[src/rtl/uart_host_write_fifo.sv]
// Host write port for the UART: edge-committed baud divisor registers plus a TX data FIFO.
// Latency: a strobe commits at the clock edge where its selected edge is seen; a pushed word reaches out_data one cycle later.
// Backpressure: out_valid/out_ready drain; a push into a full FIFO with no pop is dropped and sets sticky overflow.
//
// Ports:
//   i_Clock, i_reset          : single clock, synchronous active-high reset
//   brg_lo_we, brg_hi_we      : host strobes staging / committing the baud divisor
//   data_we, i_data           : host strobe and data pushing into the TX FIFO
//   ovf_clr                   : level clear of the sticky overflow flag
//   brg_reg, brg_update       : active divisor and one-cycle "divisor changed" pulse
//   out_data/out_valid/out_ready : show-ahead FIFO drain toward the transmitter
//   full, count, overflow     : FIFO status
module uart_host_write_fifo #(
  parameter int DATA_W   = 8,
  parameter int BRG_W    = 16,
  parameter int DEPTH    = 16,
  parameter int EDGE_POL = 0
) (
  input  logic                     i_Clock,
  input  logic                     i_reset,
  input  logic                     brg_lo_we,
  input  logic                     brg_hi_we,
  input  logic                     data_we,
  input  logic                     ovf_clr,
  input  logic [DATA_W-1:0]        i_data,
  output logic [BRG_W-1:0]         brg_reg,
  output logic                     brg_update,
  output logic [DATA_W-1:0]        out_data,
  output logic                     out_valid,
  input  logic                     out_ready,
  output logic                     full,
  output logic [$clog2(DEPTH):0]   count,
  output logic                     overflow
);

  localparam int AW   = $clog2(DEPTH);
  localparam int CW   = AW + 1;
  localparam int HI_W = BRG_W - DATA_W;

  // strobe history for edge detection
  logic brg_lo_q;
  logic brg_hi_q;
  logic data_q;

  logic lo_cmt;
  logic hi_cmt;
  logic push;

  generate
    if (EDGE_POL != 0) begin : g_rise
      assign lo_cmt = ~brg_lo_q & brg_lo_we;
      assign hi_cmt = ~brg_hi_q & brg_hi_we;
      assign push   = ~data_q   & data_we;
    end else begin : g_fall
      assign lo_cmt = brg_lo_q & ~brg_lo_we;
      assign hi_cmt = brg_hi_q & ~brg_hi_we;
      assign push   = data_q   & ~data_we;
    end
  endgenerate

  always_ff @(posedge i_Clock) begin
    if (i_reset) begin
      brg_lo_q <= 1'b0;
      brg_hi_q <= 1'b0;
      data_q   <= 1'b0;
    end else begin
      brg_lo_q <= brg_lo_we;
      brg_hi_q <= brg_hi_we;
      data_q   <= data_we;
    end
  end

  // ---------------------------------------------------------------------------
  // Baud divisor
  // ---------------------------------------------------------------------------
  logic [DATA_W-1:0] brg_lo_stage;
  logic [DATA_W-1:0] lo_next;

  // A low write landing on the same edge as the high write must be seen by it.
  assign lo_next = lo_cmt ? i_data : brg_lo_stage;

  always_ff @(posedge i_Clock) begin
    if (i_reset) begin
      brg_lo_stage <= '0;
      brg_reg      <= '0;
      brg_update   <= 1'b0;
    end else begin
      brg_lo_stage <= lo_next;
      brg_update   <= hi_cmt;
      if (hi_cmt) begin
        brg_reg <= {i_data[HI_W-1:0], lo_next};
      end
    end
  end

  // ---------------------------------------------------------------------------
  // TX FIFO
  // ---------------------------------------------------------------------------
  logic [DATA_W-1:0] mem [DEPTH];
  logic [AW-1:0]     wr_ptr;
  logic [AW-1:0]     rd_ptr;
  logic              pop;
  logic              push_ok;

  assign out_valid = (count != '0);
  assign full      = (count == CW'(DEPTH));
  assign out_data  = mem[rd_ptr];
  assign pop       = out_valid & out_ready;
  // A pop in the same cycle frees the slot the push lands in.
  assign push_ok   = push & (~full | pop);

  always_ff @(posedge i_Clock) begin
    if (!i_reset && push_ok) begin
      mem[wr_ptr] <= i_data;
    end
  end

  always_ff @(posedge i_Clock) begin
    if (i_reset) begin
      wr_ptr   <= '0;
      rd_ptr   <= '0;
      count    <= '0;
      overflow <= 1'b0;
    end else begin
      if (push_ok) begin
        wr_ptr <= wr_ptr + 1'b1;
      end
      if (pop) begin
        rd_ptr <= rd_ptr + 1'b1;
      end
      case ({push_ok, pop})
        2'b10:   count <= count + 1'b1;
        2'b01:   count <= count - 1'b1;
        default: count <= count;
      endcase
      // a dropped push outranks a simultaneous clear
      if (push & ~push_ok) begin
        overflow <= 1'b1;
      end else if (ovf_clr) begin
        overflow <= 1'b0;
      end
    end
  end

endmodule

[config.mk]
export PLATFORM = sky130hd
export DESIGN_NAME = uart_host_write_fifo
export DESIGN_NICKNAME = d
export VERILOG_FILES = /design/src/rtl/uart_host_write_fifo.sv
export SDC_FILE = /design/constraint.sdc
export NUM_CORES = 1
export LEC_CHECK = 0
export ABC_AREA = 1
export BUFFER_PORTS_ARGS = -buffer_cell sky130_fd_sc_hd__buf_4
export CAP_MARGIN = 0
export CORE_ASPECT_RATIO = 0.8
export CORE_MARGIN = 5
export CORE_UTILIZATION = 40
export DETAILED_ROUTE_END_ITERATION = 10
export SKIP_CTS_REPAIR_TIMING = 1
export SLEW_MARGIN = 20
export SYNTH_ARGS = -nofsm -noshare
export SYNTH_HDL_FRONTEND = slang
export SYNTH_SLANG_ARGS = --single-unit
[constraint.sdc]
create_clock -name i_Clock -period 2 [get_ports i_Clock]
set_input_delay 0.2 -clock i_Clock [delete_from_list [all_inputs] [get_ports i_Clock]]
set_output_delay 0.2 -clock i_Clock [all_outputs]
set_load 0.02 [all_outputs]
==> results of run 1 <==
## worst register-to-register path: stages (launching register included)
cell      delay, ns
dfxtp_2        0.40
nor2_4         0.07
nand3_4        0.11
nand3_4        0.12
fa_1           0.43
nand3b_1       0.18
nand2_1        0.11
nand3_1        0.08
nand2_1        0.08
nand3_1        0.07
nand2_1        0.06
nor2_1         0.04
## per-stage QoR
step / cell area [um2] / power (mW) / std cells / setup TNS (ns)
6_report: 8720 / 9.87 / 965 / 0
5_1_grt: 8720 / 10.4 / 965 / -0.516
4_1_cts: 8560 / 9.65 / 956 / -0.923
3_5_place_dp: 8000 / 6.52 / 924 / 0
3_3_place_gp: 8000 / 6.47 / 924 / 0
2_1_floorplan: 7300 / 5.83 / 653 / 0
## how the worst min path moves through the flow
stage | startpoint | endpoint | depth (start not counted) | slack [ns]
after global placement | data_we | data_q | 3 | 0.42
after floorplan | i_data[0] | mem[0][0] | 0 | 0.30
after detailed placement | data_we | data_q | 3 | 0.43
final | data_we | data_q | 3 | 0.0003
after global routing | data_we | data_q | 3 | 0.02
after CTS | data_we | data_q | 3 | -0.007
## layout by cell type (no fill, tap or decap), drive strengths merged, types with 20 or more instances in the layout
cell type	synthesis	final
a21oi	43	43
buf	25	78
clkbuf	7	20
dfxtp	46	46
edfxtp	128	128
inv	96	100
nand2	76	76
nand3	64	64
nor2	60	60
o211ai	40	40
o21ai	45	45
## cell families after synthesis
family / Yosys count / share of synthesized area [%]
AO/OA/AOI/OAI: 128 / 10.8
XOR/XNOR: 3 / 0.360
adder cells (fa/ha/maj): 9 / 1.65
buffers and inverters: 128 / 7.46
flip-flops: 174 / 65.3
multiplexers: 8 / 1.10
AND/OR/NAND/NOR: 203 / 13.3
## final cells by class
type / count / area, um2
timing repair buffer: 82 / 694
sequential: 174 / 4780
multi-input combinational: 351 / 2030
clock buffer: 17 / 425
clock inverter: 15 / 136
tap: 230 / 288
inverter: 96 / 368
fill: 1621 / 9340
## routing by layer
| metal | GRT usage, % | vias up | part of all wire [%] |
|---|---|---|---|
| li1 | - | 2382 | - |
| met1 | 20.4 | 2342 | 46 |
| met2 | 25.3 | 100 | 48 |
| met3 | 3.54 | 11 | 4.3 |
| met4 | 4.71 | 0 | 1.0 |
| met5 | 0 | - | 0 |
## power by group
part	switching (mW)	internal [mW]
combinational	1.53	1.06
clock	1.41	1.73
sequential	0.152	3.99
==> flow_summary.json, run 1 <==
{
  "initial_utilization_pct": 40.4,
  "fin_worst_hold_slack_ns": 0.000338,
  "worst_path_dominant_cell_family": "flip-flops",
  "vias": 4835,
  "outcome": "finished, final reports clean",
  "critPathArrivalTime_ns": 1.79,
  "cellPowerDensity_nw_per_um2": 1130,
  "post_route_cells_drive_above_1_share_pct": 21.0,
  "syn-instance-count": 653,
  "synth-async-reset-ratio_pct": 0,
  "clk_pin_slew_ns": 0.07,
  "cpPeakStageDelay_ns": 0.43,
  "unrepaired_setup_endpoints_after_global_routing": "yes",
  "drt-initial-drc-count": 251,
  "clockRootBuffer": "clkbuf_16",
  "placement.setup.worst_slack_ns": 0.0621,
  "placeableCoreArea_um2": 18100,
  "rr_startpoint": "count[3]",
  "hold_path.class": "input port to register",
  "final.period_utilization_pct": 99.3,
  "final_slew_viol_count": 0,
  "timing.final.setup_violations": 0,
  "crit_slowest_cell": "dfxtp_4",
  "r2r_cells": 11,
  "skew_ns": 0.0107,
  "cts.sink_count": 174,
  "grt_use_total_pct": 15.3,
  "wire_length_of_the_first_global_routing_pass_um": 24900,
  "global_route_congestion_overflow_total": 0,
  "crit_chain": "buf_12, a21oi_1, o21ai_1, nand3_1, nand3_1, nand2_1, buf_4",
  "cts_bufs_inserted": 17,
  "worstSetupPathType": "register to output pin",
  "register_area_share_after_synthesis_pct": 65.3,
  "grt_start_max_net_pins": 65,
  "grt_pass1_vias": 4656,
  "clk-insertion-delay-late_ns": 0.42,
  "die_area_um2": 21100,
  "std_cell_rows": 44,
  "final.setup.worst_slack_ns": 0.0146,
  "gp_congestion": 0.803,
  "floorplan.io_pins": 48,
  "power.ir.vdd_worst_mv": 0.689,
  "finalWirelength_um": 16000,
  "synth_edf_count": 128,
  "antenna_cells_inserted": 0,
  "final_hold_vio_count": 0,
  "worst_setup_path_end_kind": "output pin",
  "worstReg2RegEnd": "count[4]",
  "wl_per_cell_um": 16.5,
  "timing.critical_path.from_type": "register",
  "max_clock_freq_mhz": 504,
  "port_buffers": 47,
  "critical_path_required_ns": 1.80,
  "syn-cell-area_um2": 7300,
  "ys_seq_elements": 174,
  "maxSlewHeadroom_pct": 61.6,
  "die_width_um": 161,
  "antenna_violating_nets_post_route": 0,
  "synth.top_cells.by_area": "edfxtp_1, dfxtp_1, inv_1",
  "layout.nets": 746,
  "post_synth_num_cell_types": 28,
  "critical_path_cell_count": 7,
  "synthMostInstantiatedCell": "edfxtp_1",
  "place_hpwl_um": 10100,
  "layout_min_cycle_time_ns": 1.99,
  "grt_antenna_before_repair": 0,
  "dominantRegCellSynth": "edfxtp_1",
  "cts.path.max_buffers": 2,
  "die_height_um": 131,
  "synth.top_cell.area_share_pct": 52.7,
  "drt-pass1-iter-count": 4,
  "post-route-drc-count": 0,
  "vias_per_cell": 5.01,
  "regToRegSetupSlack_ns": 0.15,
  "synth.net_count": 677,
  "yosys_warnings": 0,
  "cts_tree": "built",
  "fin_util_pct": 48.3,
  "cellLeakagePower_nw": 3.42,
  "crit_path_end": "out_data[4]",
  "critPathMostFrequentCell": "nand3_1",
  "mean_area_per_synthesized_cell_um2": 11.2,
  "crit_path_max_fanout": 26,
  "clock_tree.htree_level_count": 4,
  "worst-path-buf-inv": 2,
  "largest_register_ff_count": 128,
  "largest_area_contributor_in_the_netlist": "edfxtp_1",
  "synthTopCellsByCount": "edfxtp_1, inv_1, nand2_1, nand3_1, nor2_1",
  "max-cap-violations": 0,
  "max_slew.worst_pin.slew_ns": 0.576,
  "area_growth_pct": 19.5
}
(Power assumes the default switching activity.)
==> run 2, diff against run 1 <==
--- a/config.mk
+++ b/config.mk
@@ -11,7 +11,9 @@
 export CORE_ASPECT_RATIO = 0.8
 export CORE_MARGIN = 5
 export CORE_UTILIZATION = 40
+export CTS_CLUSTER_SIZE = 12
 export DETAILED_ROUTE_END_ITERATION = 10
+export MAX_ROUTING_LAYER = met4
 export SKIP_CTS_REPAIR_TIMING = 1
 export SLEW_MARGIN = 20
 export SYNTH_ARGS = -nofsm -noshare
==> run 2 against run 1 <==
Against the previous run: hold slack better by 0.0014 ns; flip-flop and latch count stayed put; sequential power hardly changed; design area is 0.16% lower; critical path depth stayed put; global-route usage is 0.48 points higher; total power is 0.42% lower; clock skew hardly changed; combinational power hardly changed; maximum frequency is 0.32% higher; largest cell class unchanged.
==> flow_summary.json, run 2 (same netlist as run 1, synthesis figures left out) <==
{
  "area_growth_pct": 19.3,
  "vias_per_cell": 4.98,
  "largest_register_ff_count": 128,
  "outcome": "finished, final reports clean",
  "totalNegativeSetupSlack_ns": 0,
  "die_width_um": 161,
  "cellInternalPower_mw": 6.76,
  "cts_tree": "built",
  "antenna_violating_nets_post_route": 0,
  "cts.sink_count": 174,
  "clk_pin_slew_ns": 0.07,
  "critPathArrivalTime_ns": 1.78,
  "initial_utilization_pct": 40.4,
  "cts_bufs_inserted": 17,
  "placement.setup.worst_slack_ns": 0.0621,
  "wl_per_cell_um": 16.5,
  "clockRootBuffer": "clkbuf_16",
  "final_hold_vio_count": 0,
  "critical_path_required_ns": 1.80,
  "power.ir.vdd_worst_mv": 0.687,
  "p_sw_share_pct": 31.3,
  "drt-initial-drc-count": 288,
  "final.period_utilization_pct": 99.0,
  "post_route_cells_drive_above_1_share_pct": 20.8,
  "port_buffers": 47,
  "layout.nets": 745,
  "clock_tree.htree_level_count": 4,
  "detailed_place.area_um2": 8000,
  "floorplan.io_pins": 48,
  "wire_length_of_the_first_global_routing_pass_um": 24900,
  "total_switching_power_mw": 3.08,
  "maxSlewHeadroom_pct": 61.0,
  "grt_pass1_vias": 4639,
  "leading_cell_type_in_the_layout_fill_and_taps_excluded": "edfxtp_1",
  "cellPowerDensity_nw_per_um2": 1130,
  "final_cell_count_no_fill": 964,
  "crit_path_max_fanout": 35,
  "layout_min_cycle_time_ns": 1.98,
  "die_area_um2": 21100,
  "grt_use_total_pct": 15.8,
  "place_hpwl_um": 10100,
  "cts.path.max_buffers": 2,
  "final.setup.worst_slack_ns": 0.0209,
  "post-route-drc-count": 0,
  "gp_congestion": 0.814,
  "fin_util_pct": 48.2,
  "global_route_congestion_overflow_total": 0,
  "hold_path.class": "input port to register",
  "cellLeakagePower_nw": 3.42,
  "clkPwrFrac_pct": 31.8,
  "timing.critical_path.from_type": "register",
  "max-cap-violations": 0,
  "vias": 4799,
  "placeableCoreArea_um2": 18100,
  "skew_ns": 0.0103,
  "final_slew_viol_count": 0,
  "grt_start_max_net_pins": 65,
  "finalWirelength_um": 15900,
  "drt-pass1-iter-count": 5,
  "clk-insertion-delay-late_ns": 0.42,
  "power_frac_seq_pct": 42.0,
  "worst_setup_path_end_kind": "output pin",
  "finish.instance_area_um2": 8700,
  "std_cell_rows": 44,
  "post-place-cells": 924,
  "max_slew.worst_pin.slew_ns": 0.584,
  "grt_antenna_before_repair": 0,
  "timing.final.setup_violations": 0,
  "antenna_cells_inserted": 0,
  "die_height_um": 131,
  "layout.cells.most_common_list": "edfxtp_1, inv_1, buf_4, nand2_1, nand3_1",
  "max_clock_freq_mhz": 505,
  "worstSetupPathType": "register to output pin",
  "combinationalPowerShare_pct": 26.1,
  "unrepaired_setup_endpoints_after_global_routing": "yes"
}
[run 2: changes by cell type in the layout (fill, tap and decap cells not counted), sizes merged]
| cell | change |
|---|---|
| buf | -1 |
[run 2: power groups by stage]
stage / combinational, mW / clock (mW) / sequential, mW
global placement: 2.27 / 0 / 4.20
finish: 2.57 / 3.13 / 4.13
floorplan: 1.62 / 0 / 4.21
global route: 2.85 / 3.37 / 4.15
detailed placement: 2.31 / 0 / 4.21
CTS: 2.33 / 3.19 / 4.13
[run 2: layout make-up]
class / count / area (um2)
multi-input combinational: 351 / 2030
timing repair buffer: 81 / 683
sequential: 174 / 4780
fill: 1624 / 9350
tap: 230 / 288
clock inverter: 15 / 136
clock buffer: 17 / 425
inverter: 96 / 368
[run 2: final timing paths]
kind         startpoint     endpoint  slack (ns)  depth (start not counted)
max            register  out_data[1]        0.02                          7
min             data_we       data_q       0.002                          3
max reg2reg    count[3]     count[4]        0.16                         11
min reg2reg    overflow     overflow        0.48                          2
[run 2: worst max-delay path, cell delays in order (launching register included)]
cell and delay [ns]:
dfxtp_4 0.44, buf_12 0.20, a21oi_1 0.08, o21ai_0 0.07, nand3_1 0.15, nand3_1 0.14
nand2_1 0.10, buf_4 0.17
[run 2: stage by stage]
stage          total power [mW]  hold slack, ns
6_report                   9.83         0.00178
5_1_grt                    10.4          0.0206
4_1_cts                    9.65        -0.00749
3_5_place_dp               6.52           0.435
3_3_place_gp               6.47           0.420
2_1_floorplan              5.83           0.299
[run 2: per-layer routing]
layer  global-route usage, %  wire, um  up-vias
met5                       -         0        -
met4                    4.71       234        0
met2                    25.2      7570       87
met1                    20.5      7500     2314
met3                    3.32       579       16
li1                        -         -     2382
